## src/rtl/frac_feeder_pkg.sv

```systemverilog
// frac_feeder_pkg
//   Shared definitions for the frac_search block feeder: geometry of the
//   8x8 pixel block, result field widths, play/wait phase lengths, the
//   feeder state encoding and the row-buffer slot helpers.
package frac_feeder_pkg;

   localparam int ROWS     = 8;
   localparam int PIX_W    = 8;
   localparam int ROW_W    = ROWS * PIX_W;   // 64
   localparam int SAD_W    = 12;
   localparam int MV_W     = 3;
   localparam int PLAY_LEN = 8;
   localparam int WAIT_LEN = 2;

   // 16 beats per block: 8 cur rows followed by 8 org rows
   localparam int BEATS  = 2 * ROWS;
   localparam int BEAT_W = $clog2(BEATS);
   // play counter runs k = 0 .. PLAY_LEN+WAIT_LEN-1
   localparam int K_W    = $clog2(PLAY_LEN + WAIT_LEN);
   // org pixels presented to frac_search are bits [55:8] of an org row
   localparam int ORG_W  = ROW_W - 2 * PIX_W;

   localparam logic [BEAT_W-1:0] BEAT_LAST   = BEAT_W'(BEATS - 1);
   localparam logic [K_W-1:0]    K_PLAY_LAST = K_W'(PLAY_LEN - 1);
   localparam logic [K_W-1:0]    K_WAIT_LAST = K_W'(PLAY_LEN + WAIT_LEN - 1);
   localparam logic [K_W-1:0]    K_ORG_FIRST = K_W'(2);

   typedef enum logic [1:0] {
      ST_LOAD = 2'd0,
      ST_PLAY = 2'd1,
      ST_WAIT = 2'd2,
      ST_DONE = 2'd3
   } state_t;

   // buffer slot holding cur row k
   function automatic logic [BEAT_W-1:0] cur_slot(input logic [K_W-1:0] k);
      return BEAT_W'(k);
   endfunction

   // buffer slot holding org row k-1 (org rows live in slots ROWS..BEATS-1)
   function automatic logic [BEAT_W-1:0] org_slot(input logic [K_W-1:0] k);
      return BEAT_W'(ROWS) + BEAT_W'(k) - BEAT_W'(1);
   endfunction

endpackage

```

## src/rtl/frac_feeder_block_row_buffer.sv

```systemverilog
// block_row_buffer
//   16 x 64-bit register file holding one block (cur rows in slots 0-7,
//   org rows in slots 8-15). One synchronous write port, two asynchronous
//   read ports. Contents are deliberately not reset.
// Ports:
//   clk         system clock
//   i_we        write enable (one accepted beat)
//   i_waddr     write slot (beat index)
//   i_wdata     row written
//   i_cur_addr  read slot for the cur row
//   o_cur_row   cur row read data
//   i_org_addr  read slot for the org row
//   o_org_row   org row read data
module block_row_buffer
   import frac_feeder_pkg::*;
(
   input  logic              clk,
   input  logic              i_we,
   input  logic [BEAT_W-1:0] i_waddr,
   input  logic [ROW_W-1:0]  i_wdata,
   input  logic [BEAT_W-1:0] i_cur_addr,
   output logic [ROW_W-1:0]  o_cur_row,
   input  logic [BEAT_W-1:0] i_org_addr,
   output logic [ROW_W-1:0]  o_org_row
);

   logic [ROW_W-1:0] r_mem [BEATS];

   always_ff @(posedge clk) begin
      if (i_we) begin
         r_mem[i_waddr] <= i_wdata;
      end
   end

   assign o_cur_row = r_mem[i_cur_addr];
   assign o_org_row = r_mem[i_org_addr];

endmodule

```

## src/rtl/frac_feeder.sv

```systemverilog
// frac_feeder
//   Collects one 8x8 block (8 cur rows + 8 org rows) from an upstream
//   valid/ready row stream, replays it to frac_search over 8 cycles, waits
//   out the 2-cycle search/accumulate tail, captures the SAD and QPEL
//   vector and holds them on a valid/ready result port.
// Ports:
//   clk, reset                  clock, synchronous active-high reset
//   in_valid/in_ready/in_data   upstream row beats (pixel 0 in [7:0])
//   fs_ready                    frac_search ready (high for the 8 play cycles)
//   fs_cur_pix                  cur row k during play, else 0
//   fs_org_pix                  org row k-1 bits [55:8] for k>=2, else 0
//   fs_sad, fs_mvx, fs_mvy      frac_search result inputs
//   res_valid/res_ready         result handshake
//   res_sad, res_mvx, res_mvy   captured result
module frac_feeder
   import frac_feeder_pkg::*;
(
   input  logic             clk,
   input  logic             reset,
   input  logic             in_valid,
   output logic             in_ready,
   input  logic [ROW_W-1:0] in_data,
   output logic             fs_ready,
   output logic [ROW_W-1:0] fs_cur_pix,
   output logic [ORG_W-1:0] fs_org_pix,
   input  logic [SAD_W-1:0] fs_sad,
   input  logic [MV_W-1:0]  fs_mvx,
   input  logic [MV_W-1:0]  fs_mvy,
   output logic             res_valid,
   input  logic             res_ready,
   output logic [SAD_W-1:0] res_sad,
   output logic [MV_W-1:0]  res_mvx,
   output logic [MV_W-1:0]  res_mvy
);

   state_t            r_state;
   logic [BEAT_W-1:0] r_beat;
   logic [K_W-1:0]    r_k;
   logic              r_in_ready;
   logic              r_fs_ready;
   logic              r_res_valid;
   logic [SAD_W-1:0]  r_res_sad;
   logic [MV_W-1:0]   r_res_mvx;
   logic [MV_W-1:0]   r_res_mvy;

   logic              w_accept;
   logic [ROW_W-1:0]  w_cur_row;
   logic [ROW_W-1:0]  w_org_row;
   logic              w_unused_org;

   // r_in_ready mirrors "state == LOAD", so only LOAD can accept beats
   assign w_accept = in_valid && r_in_ready;

   block_row_buffer u_buf (
      .clk        (clk),
      .i_we       (w_accept),
      .i_waddr    (r_beat),
      .i_wdata    (in_data),
      .i_cur_addr (cur_slot(r_k)),
      .o_cur_row  (w_cur_row),
      .i_org_addr (org_slot(r_k)),
      .o_org_row  (w_org_row)
   );

   always_ff @(posedge clk) begin
      if (reset) begin
         r_state     <= ST_LOAD;
         r_beat      <= '0;
         r_k         <= '0;
         r_in_ready  <= 1'b1;
         r_fs_ready  <= 1'b0;
         r_res_valid <= 1'b0;
         r_res_sad   <= '0;
         r_res_mvx   <= '0;
         r_res_mvy   <= '0;
      end else begin
         unique case (r_state)
            ST_LOAD: begin
               if (w_accept) begin
                  r_beat <= r_beat + 1'b1;
                  if (r_beat == BEAT_LAST) begin
                     r_state    <= ST_PLAY;
                     r_in_ready <= 1'b0;
                     r_fs_ready <= 1'b1;
                     r_k        <= '0;
                  end
               end
            end
            ST_PLAY: begin
               r_k <= r_k + 1'b1;
               if (r_k == K_PLAY_LAST) begin
                  r_state    <= ST_WAIT;
                  r_fs_ready <= 1'b0;
               end
            end
            ST_WAIT: begin
               r_k <= r_k + 1'b1;
               // frac_search result is valid on the last wait cycle
               if (r_k == K_WAIT_LAST) begin
                  r_state     <= ST_DONE;
                  r_k         <= '0;
                  r_res_valid <= 1'b1;
                  r_res_sad   <= fs_sad;
                  r_res_mvx   <= fs_mvx;
                  r_res_mvy   <= fs_mvy;
               end
            end
            ST_DONE: begin
               if (res_ready) begin
                  r_state     <= ST_LOAD;
                  r_beat      <= '0;
                  r_in_ready  <= 1'b1;
                  r_res_valid <= 1'b0;
               end
            end
         endcase
      end
   end

   assign in_ready   = r_in_ready;
   assign fs_ready   = r_fs_ready;
   assign fs_cur_pix = r_fs_ready ? w_cur_row : '0;
   // org row k-1 only exists from k=2 on; earlier play cycles present zero
   assign fs_org_pix = (r_fs_ready && (r_k >= K_ORG_FIRST))
                       ? w_org_row[ROW_W-PIX_W-1:PIX_W] : '0;
   assign w_unused_org = ^{w_org_row[ROW_W-1:ROW_W-PIX_W], w_org_row[PIX_W-1:0]};

   assign res_valid = r_res_valid;
   assign res_sad   = r_res_sad;
   assign res_mvx   = r_res_mvx;
   assign res_mvy   = r_res_mvy;

endmodule
```

## config.mk

```make
export PLATFORM = sky130hd
export DESIGN_NAME = frac_feeder
export DESIGN_NICKNAME = d
export VERILOG_FILES = /design/src/rtl/frac_feeder_pkg.sv /design/src/rtl/frac_feeder_block_row_buffer.sv /design/src/rtl/frac_feeder.sv
export SDC_FILE = /design/constraint.sdc
export NUM_CORES = 1
export LEC_CHECK = 0
export ABC_CLOCK_PERIOD_IN_PS = 3200
export CAP_MARGIN = 20
export CORE_ASPECT_RATIO = 0.7
export CORE_MARGIN = 3
export CORE_UTILIZATION = 55
export CTS_CLUSTER_DIAMETER = 60
export DETAILED_ROUTE_END_ITERATION = 16
export PLACE_DENSITY = 0.77
export SLEW_MARGIN = 25
export SYNTH_ARGS = -nofsm -noshare
export SYNTH_HDL_FRONTEND = slang
export SYNTH_SLANG_ARGS = --single-unit
export TNS_END_PERCENT = 5
```

## constraint.sdc

```tcl
create_clock -name clk -period 3.2 [get_ports clk]
set_clock_uncertainty 0.1 [all_clocks]
set_input_delay 0.64 -clock clk [delete_from_list [all_inputs] [get_ports clk]]
set_output_delay 0.64 -clock clk [all_outputs]
set_load 0.005 [all_outputs]
```

==> results.tsv, run 1 <==
metric	value	unit
fillers	5044	
syn_to_final_growth	23.4	%
async_flop_share	0	%
dieHeight	251	µm
hold_violations	0	
synth_mux_area_share	23.7	%
cts_sinks	1059	
synth-simple-area-share	1.81	%
synth_top_flop_cell	edfxtp_1	
ys_types	53	
clk_path_buf_depth	3	
grt_pass1_wl	202000	µm
dr.pass1.iters	6	
antenna_left	0	
clock.fmax	276	MHz
syn_area	0.0470	mm²
synth_xor_area_share	0.0346	%
h-tree-depth	3	
dp_hpwl	74200	µm
internal_power	21.9	mW
die_area	0.0890	mm²
gr-total-overflow	0	
num_vias	29264	
grt_max_degree	73	
cp-start-kind	flip-flop	
ys.warnings.count	0	
relSlewSlack	46.5	%
violations	negative setup slack	
outcome	finished with violations	
ir_worst_vdd	503	µV
wl_per_cell	33.3	µm
ys_ff_latch	1059	
fp.dieW	355	µm
clkTransAtPathRegs	0.06	ns
drtIter0Drc	4541	
wl	139000	µm
postSynthCellCount	2493	
drv_cap	0	
cts_tree	done	
power	27.6	mW
final_max_slew_viol_count	0	
synth_nets	2591	
crit_required	2.46	ns
drive_above_1_share	34.3	%
core_region_area	0.0835	mm²
avgSynthCellArea	18.8	µm²
setup_viol	111	
synth-edff-count	1024	
clk_latency	0.68	ns
grt_usage	30.9	%
portBuffers	218	
fin_nets	3048	
synth_compound_area_share	4.98	%
critPathMaxFanout	8	
seq_area_frac_synth	67.0	%
final_cells	4160	
grt_pass1_vias	29628	
antenna_found_initial	12	
worstMarginPinSlew	0.800	ns
worstPathArrival	2.89	ns
synth_top_family_by_area	multiplexers	
swShare	20.6	%
yosys.area_share.adder	0.320	%
routabilityCongestion	0.825	
row_count	88	
hold_path.class	reg2reg	
min_period	3.63	ns
vias_per_cell	7.03	
endpoint_kind	primary output	
place_inst	3832	
start_util	56.3	%
p_leak	18.1	nW
pwr-share-comb	2.3	%
cts_made_buffers	99	
period_share	113	%
setup_slack	-0.429	ns
p_sw	5.68	mW
p_clk_share	41.8	%
crit_type	reg2out	
clk_root_buffer_cell	clkbuf_16	
route.detailed.drc	0	
io_pins	219	
power_density	477	mW/mm²
rsz0062_at_grt	yes	
p_seq_share	55.9	%
## layer usage
metal | vias up | GRT usage [%] | part of all wire, % | routed length [µm]
met4 | 16 | 11.1 | 3.4 | 4680
met1 | 15115 | 43.2 | 37 | 50800
met5 | - | 0 | 0.13 | 180
li1 | 11426 | - | - | -
met3 | 370 | 7.48 | 12 | 16500
met2 | 2337 | 48.1 | 48 | 66600
## worst paths after layout
| path | start | endpoint | slack [ns] | cells past startpoint |
|---|---|---|---|---|
| worst max-delay path | r_k[0] | fs_org_pix[36] | -0.43 | 9 |
| worst max register to register | r_k[0] | res_sad[0] | 0.76 | 8 |
| worst min-delay path | res_sad[4] | res_sad[4] | 0.36 | 2 |
| worst min register to register | res_sad[4] | res_sad[4] | 0.36 | 2 |
## flip-flops by register name, summed over array words and instances (netlist names), named ones only
| signal | count |
|---|---|
| res_mvx | 3 |
| res_sad | 12 |
| r_beat | 4 |
| res_mvy | 3 |
| res_valid | 1 |
| in_ready | 1 |
| fs_ready | 1 |
| u_buf.r_mem | 1024 |
| r_k | 4 |
| r_state | 2 |
## placed cells by master, fill, tap and decap left out, types with 45 or more instances in the layout
cell type,count
mux2i_1,228
mux4_2,360
o21ai_0,50
o22ai_1,45
edfxtp_1,1024
clkbuf_16,101
buf_12,97
a21oi_1,79
buf_4,143
nand2_1,121
clkdlybuf4s50_1,107
## final cells by class
class | instances | area [µm²] | area share (%)
inverter | 20 | 82.6 | 0.142
multi-input combinational | 1231 | 15200 | 26.2
sequential | 1059 | 31500 | 54.3
clock inverter | 48 | 455 | 0.786
timing repair buffer | 539 | 6680 | 11.5
clock buffer | 131 | 2650 | 4.57
tap | 1125 | 1410 | 2.43
antenna | 7 | 17.5 | 0.0302
## stage by stage
step / TNS [ns] / hold WS [ns] / setup WS (ns) / utilization, % / cell area [µm²]
3_5_place_dp: -0.0636 / 0.351 / -0.0636 / 62.6 / 52300
6_report: -26.26 / 0.359 / -0.429 / 69.4 / 58000
4_1_cts: -29.04 / 0.359 / -0.384 / 69.2 / 57800
5_1_grt: -32.93 / 0.384 / -0.470 / 69.4 / 57900
3_3_place_gp: -0.0278 / 0.345 / -0.0238 / 62.6 / 52300
2_1_floorplan: 0 / 0.348 / 0.0305 / - / 47000
## cells in the mapped netlist, types with 6 or more instances
library cell  instances  share of area (%)
o21ai_0              53               0.56
dfxtp_1              35                1.5
clkbuf_1             67               0.54
buf_1                15               0.12
ha_1                 12               0.32
mux2i_1             266                5.7
buf_2                57               0.61
a21oi_1              79               0.84
mux4_2              360                 17
and2_1               19               0.25
o22ai_1              81                1.1
o211ai_1             39               0.62
nand2_1             125                1.0
nor3_1                6              0.064
a2bb2oi_1            31               0.58
inv_1                14               0.11
a22o_1               10               0.19
nand3_1               7              0.075
buf_4                34               0.54
buf_6                10               0.24
o21ai_1              35               0.37
a22oi_1              32               0.51
mux2_2               10               0.24
mux2_1               22               0.53
edfxtp_1           1024                 65
## cells by family after synthesis
group | after synthesis
buffers and inverters | 203
AO/OA/AOI/OAI | 373
AND/OR/NAND/NOR | 187
XOR/XNOR | 1
flip-flops | 1059
adder cells (fa/ha/maj) | 12
multiplexers | 658
## worst max-delay path, stage by stage, from the launching register on
cell	delay, ns
dfxtp_4	0.37
buf_4	0.15
nor3_4	0.29
xnor2_4	0.22
buf_12	0.18
buf_12	0.14
buf_16	0.16
mux2i_1	0.23
o22ai_1	0.13
dlygate4sd2_1	0.30
## power by group through the flow
stage          Clock [mW]  Sequential [mW]  Combinational (mW)
4_1_cts              11.6             15.4               0.611
2_1_floorplan           0             15.7               0.186
3_3_place_gp            0             15.7               0.567
5_1_grt              12.2             15.5               0.666
3_5_place_dp            0             15.7               0.599
6_report             11.5             15.5               0.632
## timing repair
item                                    in CTS  in global routing
pin swaps                                   53                 31
cloned                                      25                  0
hold buffers                                 0                  0
gates resized for setup                    429                102
endpoints found under the setup margin     112                112
buffers inserted                           112                  8
(Power assumes the default switching activity.)
==> run 2, diff against run 1 <==
Settings changed: ABC_CLOCK_PERIOD_IN_PS 3200 to 4500, PLACE_DENSITY 0.77 to 0.74.
Clock period 3.2 ns to 4.5 ns, I/O delays scaled along.
==> results.tsv, run 2 (synthesis gave the netlist of run 1 again) <==
metric	value	unit	change
portBuffers	218		unchanged
reg2reg_slack	1.79	ns	was 0.76 ns
path_depth	8		was 9
finalSetupTns	0	ns	was -26.26 ns
io_pins	219		unchanged
clk_path_buf_depth	3		unchanged
period_share	98.5	%	
min_period	4.43	ns	
die_area	0.0890	mm²	unchanged
routabilityCongestion	0.822		was 0.825
row_count	88		unchanged
clk_latency	0.67	ns	was 0.68 ns
worstPathArrival	3.43	ns	was 2.89 ns
drtIter0Drc	3456		was 4541
route.detailed.drc	0		unchanged
wl	127000	µm	was 139000 µm
top_register	u_buf.r_mem		unchanged
met3_wirelength	12900	µm	was 16500 µm
vias_per_cell	6.89		was 7.03
hold_violations	0		unchanged
reg2regPathDepth	4		was 8
regArea	0.0315	mm²	about the same
drv_cap	0		unchanged
cts_made_buffers	99		unchanged
cts_sinks	1059		unchanged
cp-start-kind	flip-flop		unchanged
critPathMaxFanout	18		was 8
grt_pass1_wl	186000	µm	was 202000 µm
num_vias	27377		was 29264
mostFrequentLayoutCells	1024 x edfxtp_1, 360 x mux4_2, 264 x mux2i_1		was 1024 x edfxtp_1, 360 x mux4_2, 228 x mux2i_1
start_util	56.3	%	unchanged
fin_nets	2858		was 3048
grt_usage	28.3	%	was 30.9%
worstSetupEndpoint	fs_org_pix[1]		was fs_org_pix[36]
max_stage_delay	0.67	ns	was 0.37 ns
dr.pass1.iters	6		unchanged
cts_tree	done		unchanged
cts_hold_buffers	0		unchanged
dieHeight	251	µm	unchanged
critical_path.cell_chain	inv_1, ha_1, nor3_2, nor3b_1, o21ai_4, buf_4, o22ai_1, clkdlybuf4s50_1		was buf_4, nor3_4, xnor2_4, buf_12, buf_12, buf_16, mux2i_1, o22ai_1, dlygate4sd2_1
crit_type	reg2out		unchanged
setup_viol	0		was 111
clk_root_buffer_cell	clkbuf_16		unchanged
path_buf_inv	3		was 5
wl_per_cell	31.9	µm	was 33.3 µm
cp-startpoint	r_k[0]		unchanged
grt_pass1_vias	27594		was 29628
grt_max_degree	109		was 73
dp_hpwl	72100	µm	was 74200 µm
antenna_found_initial	9		was 12
p_leak	16.3	nW	was 18.1 nW
ir_worst_vdd	317	µV	was 503 µV
final_util	65.4	%	was 69.4%
multi_input_area	0.0146	mm²	was 0.0152 mm²
syn_to_final_growth	16.2	%	was 23.4%
fp.dieW	355	µm	unchanged
core_region_area	0.0835	mm²	unchanged
rsz0062_at_grt	yes		unchanged
clock.fmax	226	MHz	
outcome	completed		was finished with violations
gr-total-overflow	0		unchanged
hold_path.class	reg2reg		unchanged
routed.top_layer	met5		unchanged
relSlewSlack	21.9	%	was 46.5%
h-tree-depth	3		unchanged
met1Wirelength	48800	µm	was 50800 µm
path_delay_family	buffers and inverters		unchanged
antenna_left	0		unchanged
fillers	5536		was 5044
cp_slowest_cell	o21ai_4		was dfxtp_4
largest_register_ffs	1024		unchanged
clkTransAtPathRegs	0.06	ns	about the same
power_density	361	mW/mm²	was 477 mW/mm²
wl_met2	61500	µm	was 66600 µm
worstMarginPinSlew	1.17	ns	was 0.800 ns
final_common_cell	edfxtp_1		unchanged
crit_required	3.50	ns	was 2.46 ns
endpoint_kind	primary output		unchanged
final_max_slew_viol_count	0		unchanged
rr_endpoint	u_buf.r_mem[8][60]		was res_sad[0]
r2r_start	in_ready		was r_k[0]
drive_above_1_share	23.8	%	was 34.3%
## run 2: changes by cell type in the layout (fill, tap and decap cells not counted), moves of 37 or more
cell,delta
buf_12,-59
buf_2,-37
buf_4,-59
clkdlybuf4s50_1,+110
## run 2: worst min-delay path: cells and delay by family (launching register included)
kind,cells,cell delay (ns)
and+or+nand+nor,1,0.05
DFF,1,0.31
AOI/OAI and AO/OA,1,0.05
## run 2: through the flow
stage | cells | total power, mW | worst slack [ns] | hold WS, ns | instance area, µm²
2_1_floorplan | 2493 | 11.3 | 1.07 | 0.348 | 47000
3_3_place_gp | 3762 | 11.6 | 0.613 | 0.345 | 51100
3_5_place_dp | 3762 | 11.6 | 0.596 | 0.353 | 51100
4_1_cts | 3950 | 19.8 | -0.0141 | 0.361 | 54300
5_1_grt | 3970 | 20.2 | -0.0344 | 0.377 | 54600
6_report | 3973 | 19.7 | 0.0693 | 0.361 | 54600
## run 2: worst min path at each step
| stage | startpoint | end | cells past startpoint | slack, ns |
|---|---|---|---|---|
| floorplan | res_valid | res_valid | 2 | 0.35 |
| global placement | res_sad[0] | res_sad[0] | 2 | 0.35 |
| detailed placement | res_mvy[1] | res_mvy[1] | 2 | 0.35 |
| CTS | res_mvy[1] | res_mvy[1] | 2 | 0.36 |
| global route | res_sad[2] | res_sad[2] | 2 | 0.38 |
| finish | res_sad[2] | res_sad[2] | 2 | 0.36 |
## run 2: repair_timing
action                                  4_1_cts  5_1_grt
gates cloned                                  1        2
gates resized for setup                       7        4
pin swaps                                     2        2
buffers inserted                              3       15
endpoints found under the setup margin       44       35
## run 2: where the power goes
part	switching, mW	internal, mW
Sequential	0.0485	10.9
Clock	3.63	4.67
Combinational	0.270	0.151
## run 2: area by class of cell
class,count,area share [%]
diodes,5,0.0229
clock buffers,126,4.84
clock inverters,58,0.995
inverters,20,0.147
multi-input cells,1231,26.8
flip-flops and latches,1059,57.7
well taps,1125,2.58
repair buffers,349,6.96
## run 2: layer usage
layer	vias up	GRT usage, %
li1	11008	-
met1	14311	40.2
met2	1785	45.1
met3	265	5.66
met4	8	8.36
met5	-	0
